$ cat config.mk
export PLATFORM = sky130hd
export DESIGN_NAME = fft_twiddle_mult_stage
export DESIGN_NICKNAME = d
export VERILOG_FILES = /design/src/rtl/fft_pkg.sv /design/src/rtl/fft_cmul_pipe.sv /design/src/rtl/fft_twiddle_mult_stage.sv
export SDC_FILE = /design/constraint.sdc
export NUM_CORES = 2
export LEC_CHECK = 0
export BUFFER_PORTS_ARGS = -buffer_cell sky130_fd_sc_hd__buf_4
export CAP_MARGIN = 15
export CORE_ASPECT_RATIO = 0.7
export CORE_MARGIN = 3
export CORE_UTILIZATION = 45
export DETAILED_ROUTE_END_ITERATION = 12
export PLACE_DENSITY = 0.7
export SLEW_MARGIN = 20
export SYNTH_ARGS = -nofsm -noshare
export SYNTH_HDL_FRONTEND = slang
export SYNTH_SLANG_ARGS = --single-unit
$ cat constraint.sdc
create_clock -name clk -period 7 [get_ports clk]
set_clock_uncertainty 0.05 [all_clocks]
set_input_delay 0.7 -clock clk [delete_from_list [all_inputs] [get_ports clk]]
set_output_delay 0.7 -clock clk [all_outputs]
set_load 0.03 [all_outputs]
$ cat src/rtl/fft_pkg.sv
// Shared Q8.8 types, constants and the rounding helper for the FFT datapath.
// FFT_TW_SAT_EN selects saturating results; otherwise results wrap to DW bits.
package fft_pkg;

  localparam int unsigned DW     = 16;
  localparam int unsigned FRAC   = 8;
  localparam int unsigned ADDR_W = 5;

  localparam int unsigned PROD_W = 2 * DW;
  localparam int unsigned SUM_W  = PROD_W + 1;
  localparam int unsigned RND_W  = SUM_W + 1;

  typedef struct packed {
    logic [DW-1:0] re;
    logic [DW-1:0] im;
  } cplx_t;

  localparam logic [DW-1:0] ONE     = DW'(16'h0100);
  localparam logic [DW-1:0] NEG_ONE = DW'(16'hFF00);

  localparam logic signed [RND_W-1:0] RND_HALF = RND_W'(2 ** (FRAC - 1));

  // Round half up, drop FRAC bits, then clamp or wrap back to DW bits.
  function automatic logic [DW-1:0] round_sat(input logic signed [SUM_W-1:0] sum);
`ifdef FFT_TW_SAT_EN
    logic signed [RND_W-1:0] shr;
    logic signed [RND_W-1:0] sat_hi;
    logic signed [RND_W-1:0] sat_lo;
    sat_hi = RND_W'(2 ** (DW - 1) - 1);
    sat_lo = RND_W'(-(2 ** (DW - 1)));
    shr    = (RND_W'(sum) + RND_HALF) >>> FRAC;
    if (shr > sat_hi) begin
      return DW'(sat_hi);
    end else if (shr < sat_lo) begin
      return DW'(sat_lo);
    end
    return DW'(shr);
`else
    return DW'((RND_W'(sum) + RND_HALF) >>> FRAC);
`endif
  endfunction

endpackage

$ cat src/rtl/fft_cmul_pipe.sv
// Two-stage complex multiply: S2 registers the four partial products, S3 the
// rounded result. Both stages advance only while en is high.
module fft_cmul_pipe
  import fft_pkg::*;
(
  input  logic  clk,
  input  logic  rst_n,
  input  logic  en,
  input  logic  smp_valid,
  input  logic  smp_sof,
  input  cplx_t smp,
  input  cplx_t tw,
  output logic  res_valid,
  output logic  res_sof,
  output cplx_t res
);

  logic signed [DW-1:0]     a, b, c, d;
  logic signed [PROD_W-1:0] p_ac, p_bd, p_ad, p_bc;
  logic signed [SUM_W-1:0]  sum_re, sum_im;
  logic                     s2_valid;
  logic                     s2_sof;

  always_comb begin
    a      = $signed(smp.re);
    b      = $signed(smp.im);
    c      = $signed(tw.re);
    d      = $signed(tw.im);
    sum_re = SUM_W'(p_ac) - SUM_W'(p_bd);
    sum_im = SUM_W'(p_ad) + SUM_W'(p_bc);
  end

  // S2: partial products; a bubble clears sof so it never leaks downstream.
  always_ff @(posedge clk or negedge rst_n) begin
    if (!rst_n) begin
      s2_valid <= 1'b0;
      s2_sof   <= 1'b0;
      p_ac     <= '0;
      p_bd     <= '0;
      p_ad     <= '0;
      p_bc     <= '0;
    end else if (en) begin
      s2_valid <= smp_valid;
      s2_sof   <= smp_valid & smp_sof;
      p_ac     <= PROD_W'(a) * PROD_W'(c);
      p_bd     <= PROD_W'(b) * PROD_W'(d);
      p_ad     <= PROD_W'(a) * PROD_W'(d);
      p_bc     <= PROD_W'(b) * PROD_W'(c);
    end
  end

  // S3: output register.
  always_ff @(posedge clk or negedge rst_n) begin
    if (!rst_n) begin
      res_valid <= 1'b0;
      res_sof   <= 1'b0;
      res       <= '0;
    end else if (en) begin
      res_valid <= s2_valid;
      res_sof   <= s2_sof;
      res.re    <= round_sat(sum_re);
      res.im    <= round_sat(sum_im);
    end
  end

endmodule

$ cat src/rtl/fft_twiddle_mult_stage.sv
// Twiddle-multiply stage of one FFT pass: sequences the twiddle ROM address
// and multiplies each sample by its twiddle. FFT_TW_SAT_EN enables saturation.
module fft_twiddle_mult_stage
  import fft_pkg::*;
(
  input  logic              clk,
  input  logic              rst_n,
  input  logic              in_valid,
  output logic              in_ready,
  input  logic              in_sof,
  input  logic [DW-1:0]     in_re,
  input  logic [DW-1:0]     in_im,
  output logic [ADDR_W-1:0] tw_addr,
  input  logic [DW-1:0]     tw_re,
  input  logic [DW-1:0]     tw_im,
  output logic              out_valid,
  input  logic              out_ready,
  output logic              out_sof,
  output logic [DW-1:0]     out_re,
  output logic [DW-1:0]     out_im
);

  localparam int unsigned       N_TW      = 28;
  localparam logic [ADDR_W-1:0] LAST_ADDR = ADDR_W'(N_TW - 1);

  logic              pipe_en;
  logic              accept;
  logic [ADDR_W-1:0] addr_cnt;
  logic [ADDR_W-1:0] use_addr;
  logic [ADDR_W-1:0] s1_addr;
  logic              s1_valid;
  logic              s1_sof;
  cplx_t             s1_smp;
  cplx_t             tw_cur;
  cplx_t             res;

  // While stalled the ROM is re-addressed with S1's entry so its data stays aligned.
  always_comb begin
    pipe_en  = out_ready | ~out_valid;
    accept   = in_valid & pipe_en;
    use_addr = in_sof ? '0 : addr_cnt;
    in_ready = pipe_en;
    tw_addr  = pipe_en ? ((in_valid & in_sof) ? '0 : addr_cnt) : s1_addr;
    tw_cur   = '{re: tw_re, im: tw_im};
    out_re   = res.re;
    out_im   = res.im;
  end

  always_ff @(posedge clk or negedge rst_n) begin
    if (!rst_n) begin
      addr_cnt <= '0;
    end else if (accept) begin
      addr_cnt <= (use_addr == LAST_ADDR) ? '0 : use_addr + ADDR_W'(1);
    end
  end

  // S1: sample, sof and address; the ROM data for it arrives in the same cycle.
  always_ff @(posedge clk or negedge rst_n) begin
    if (!rst_n) begin
      s1_valid <= 1'b0;
      s1_sof   <= 1'b0;
      s1_addr  <= '0;
      s1_smp   <= '0;
    end else if (pipe_en) begin
      s1_valid <= accept;
      if (accept) begin
        s1_sof  <= in_sof;
        s1_addr <= use_addr;
        s1_smp  <= '{re: in_re, im: in_im};
      end
    end
  end

  fft_cmul_pipe u_cmul (
    .clk       (clk),
    .rst_n     (rst_n),
    .en        (pipe_en),
    .smp_valid (s1_valid),
    .smp_sof   (s1_sof),
    .smp       (s1_smp),
    .tw        (tw_cur),
    .res_valid (out_valid),
    .res_sof   (out_sof),
    .res       (res)
  );

endmodule

==> results.py <==
metrics = {
    "synthesis": {
        "postSynthCellCount": 4421,
        "synth_warnings": 0,
        "synth_top_area_frac": 0.3809,
        "ys_types": 61,
        "synth.area.top_cells": "fa_1, ha_1, dfrtp_1",
        "synth_flop_cell": "dfrtp_1",
        "synth_seq_cells": 176,
        "yosysSeqAreaShare": 0.1120,
        "syn_area_sq_um": 39310,
        "syn-mean-instance-area_sq_um": 8.892,
        "synthArstFlopShare": 1.000,
        "synth-edff-count": 0,
        "synth_nets": 5617,
        "yosysTopAreaCell": "fa_1",
    },
    "global_routing": {
        "grt_use_total": 0.2458,
        "grt_max_degree": 76,
        "grt_pass1_vias": 30630,
        "grt_pass1_wl_um": 173500,
        "grt_antenna_before_repair": 4,
        "grt-ovfl-total": 0,
    },
    "route": {
        "first_iter_violations": 1810,
        "firstDrtPassIters": 5,
        "viasPerCell": 5.173,
        "wl_per_cell_um": 19.11,
        "final_antenna_net_count": 0,
        "drcViolationCount": 0,
        "via_count": 28930,
        "wl_um": 106900,
    },
    "clocking": {
        "clkTransAtPathRegs_ns": 0.09,
        "cts_max_level": 4,
        "cts_resized": 0,
        "cts-buffers-inserted": 17,
        "clock_path_buffers": 2,
        "root_buffer": "clkbuf_16",
        "tritoncts": "built",
        "cts.sinks": 176,
        "cts_setup_buffers": 0,
        "hold_buffers": 0,
        "clock_latency_ns": 0.52,
    },
    "flow_run": {
        "cap_violations": 0,
    },
    "worst_setup_path": {
        "required_ns": 7.31,
        "cp-start-kind": "register",
        "startpoint": "s1_smp[7]$_DFFE_PN0P_",
        "reg2reg_depth": 22,
        "worstPathArrival_ns": 6.88,
        "cp-endpoint": "u_cmul.p_bc[20]$_DFFE_PN0N_",
        "regToRegSetupSlack_ns": 0.43,
        "cp-end-kind": "register",
        "path_max_fanout": 15,
        "reg2reg_to": "u_cmul.p_bc[20]$_DFFE_PN0N_",
        "regToRegStartpoint": "s1_smp[7]$_DFFE_PN0P_",
        "path_class": "register to register",
    },
    "sta": {
        "fin_crit_sh": 0.9390,
        "rsz0062_at_grt": "false",
        "final.setup.tns_ns": 0,
        "fmax_mhz": 152.1,
        "slew_violations": 0,
        "finalSetupViolCount": 0,
        "hold_violations": 0,
        "max_slew_margin": 0.2341,
        "fin_crit_ns": 6.573,
        "worst_slew_pin_slew_ns": 1.149,
    },
    "placement": {
        "dpl.hpwl_um": 86940,
        "io_buffers": 108,
        "gp_congestion": 0.9170,
    },
    "floorplan": {
        "die_x_um": 359.3,
        "die_y_um": 253.3,
        "die_area_sq_um": 91000,
        "io_pins": 109,
        "rows": 90,
        "core_sq_um": 86370,
        "initial_core_util": 0.4551,
    },
    "outcome": {
        "status": "finished clean",
    },
    "hold_path": {
        "hp-class": "primary input to asynchronous set/reset pin",
    },
    "layout": {
        "area_growth_pct": 7.247,
        "final_cell_mix": "inv_1, fa_1, nand2_1",
        "mostFrequentLayoutCell": "inv_1",
        "final_layout_size_suffix_gt1_frac": 0.06439,
        "nets": 5625,
        "final_core_util": 0.4881,
        "fillCellCount": 8085,
    },
}
==> metrics by stage <==
| stage | std cells | worst slack, ns | instance area [sq um] | hold slack (ns) |
|---|---|---|---|---|
| floorplan | 4421 | 0.7655 | 39310 | 0.3544 |
| global placement | 5560 | 0.3547 | 41520 | 0.3970 |
| detailed placement | 5560 | 0.3540 | 41520 | 0.4092 |
| CTS | 5592 | 0.4624 | 42160 | 0.1181 |
| global route | 5593 | 0.1513 | 42160 | 0.1427 |
| finish | 5593 | 0.4269 | 42160 | 0.1142 |
==> state kept, by name, indices dropped and copies added (netlist names) <==
register / count
u_cmul.res_sof: 1
u_cmul.s2_valid: 1
s1_sof: 1
u_cmul.p_bc: 24
addr_cnt: 5
s1_smp: 32
u_cmul.res: 32
u_cmul.p_bd: 24
u_cmul.p_ad: 24
u_cmul.res_valid: 1
u_cmul.p_ac: 24
s1_valid: 1
u_cmul.s2_sof: 1
s1_addr: 5
==> final cells by class <==
type	instances	area (sq um)	area share
multi-input combinational	3002	30250	0.7175
sequential	176	4405	0.1045
inverter	1031	3872	0.09185
timing repair buffer	201	1553	0.03683
tap	1150	1439	0.03413
clock buffer	17	425.4	0.01009
clock inverter	15	212.7	0.005045
antenna	1	2.502	0.00005936
==> worst min-delay path by stage <==
stage                                            from                     endpoint
after CTS                                       rst_n  u_cmul.p_bd[22]$_DFFE_PN0N_
final                                           rst_n  u_cmul.p_bd[22]$_DFFE_PN0N_
after global routing                            rst_n  u_cmul.p_bd[22]$_DFFE_PN0N_
after detailed placement   u_cmul.p_bd[0]$_DFFE_PN0N_   u_cmul.p_bd[0]$_DFFE_PN0N_
after floorplan                                 rst_n      addr_cnt[0]$_DFFE_PN0P_
after global placement    u_cmul.s2_valid$_DFFE_PN0N_  u_cmul.s2_valid$_DFFE_PN0N_
==> per-layer routing <==
metal	vias up	global-route usage	share of wire
met5	-	0	0.00011
met4	2	0.05321	0.018
met3	130	0.06819	0.10
met2	988	0.3821	0.44
met1	14650	0.3442	0.44
li1	13170	-	-
==> cell usage after synthesis, types with 15 or more instances <==
master / instances
clkbuf_1: 205
o21bai_1: 15
and2_1: 436
a21o_1: 24
a21oi_1: 129
o31ai_1: 15
xnor2_1: 117
nand2b_1: 30
dfrtp_1: 176
o21ai_0: 78
nand3_1: 32
nor3_1: 30
fa_1: 748
nand2_1: 594
and3_1: 16
inv_1: 1031
a211oi_1: 17
mux2_2: 35
xor2_1: 50
nor2_1: 117
ha_1: 379
==> critical path, stage by stage (launching register included) <==
cell,delay (ns)
dfrtp_1,0.89
buf_4,0.32
nand2_1,0.10
fa_1,0.55
inv_1,0.05
fa_1,0.50
inv_1,0.05
fa_1,0.52
inv_1,0.04
fa_1,0.46
fa_1,0.50
inv_1,0.05
fa_1,0.47
inv_1,0.04
ha_1,0.40
nand4_1,0.17
inv_1,0.08
nand2_1,0.06
o41ai_1,0.57
a21o_1,0.21
a21oi_1,0.08
xor2_1,0.15
a21oi_1,0.08
==> kinds of logic after synthesis <==
group	count (synthesis)	share of synthesized area
simple gates	1300	0.1602
buf+inv	1243	0.1187
fa+ha+maj	1127	0.5016
compound gates	370	0.05888
flops	176	0.1120
xor+xnor	169	0.03835
mux	36	0.01028
Power is not shown: default switching activity piles up to over one toggle a cycle in this logic, so the estimate is an artifact.
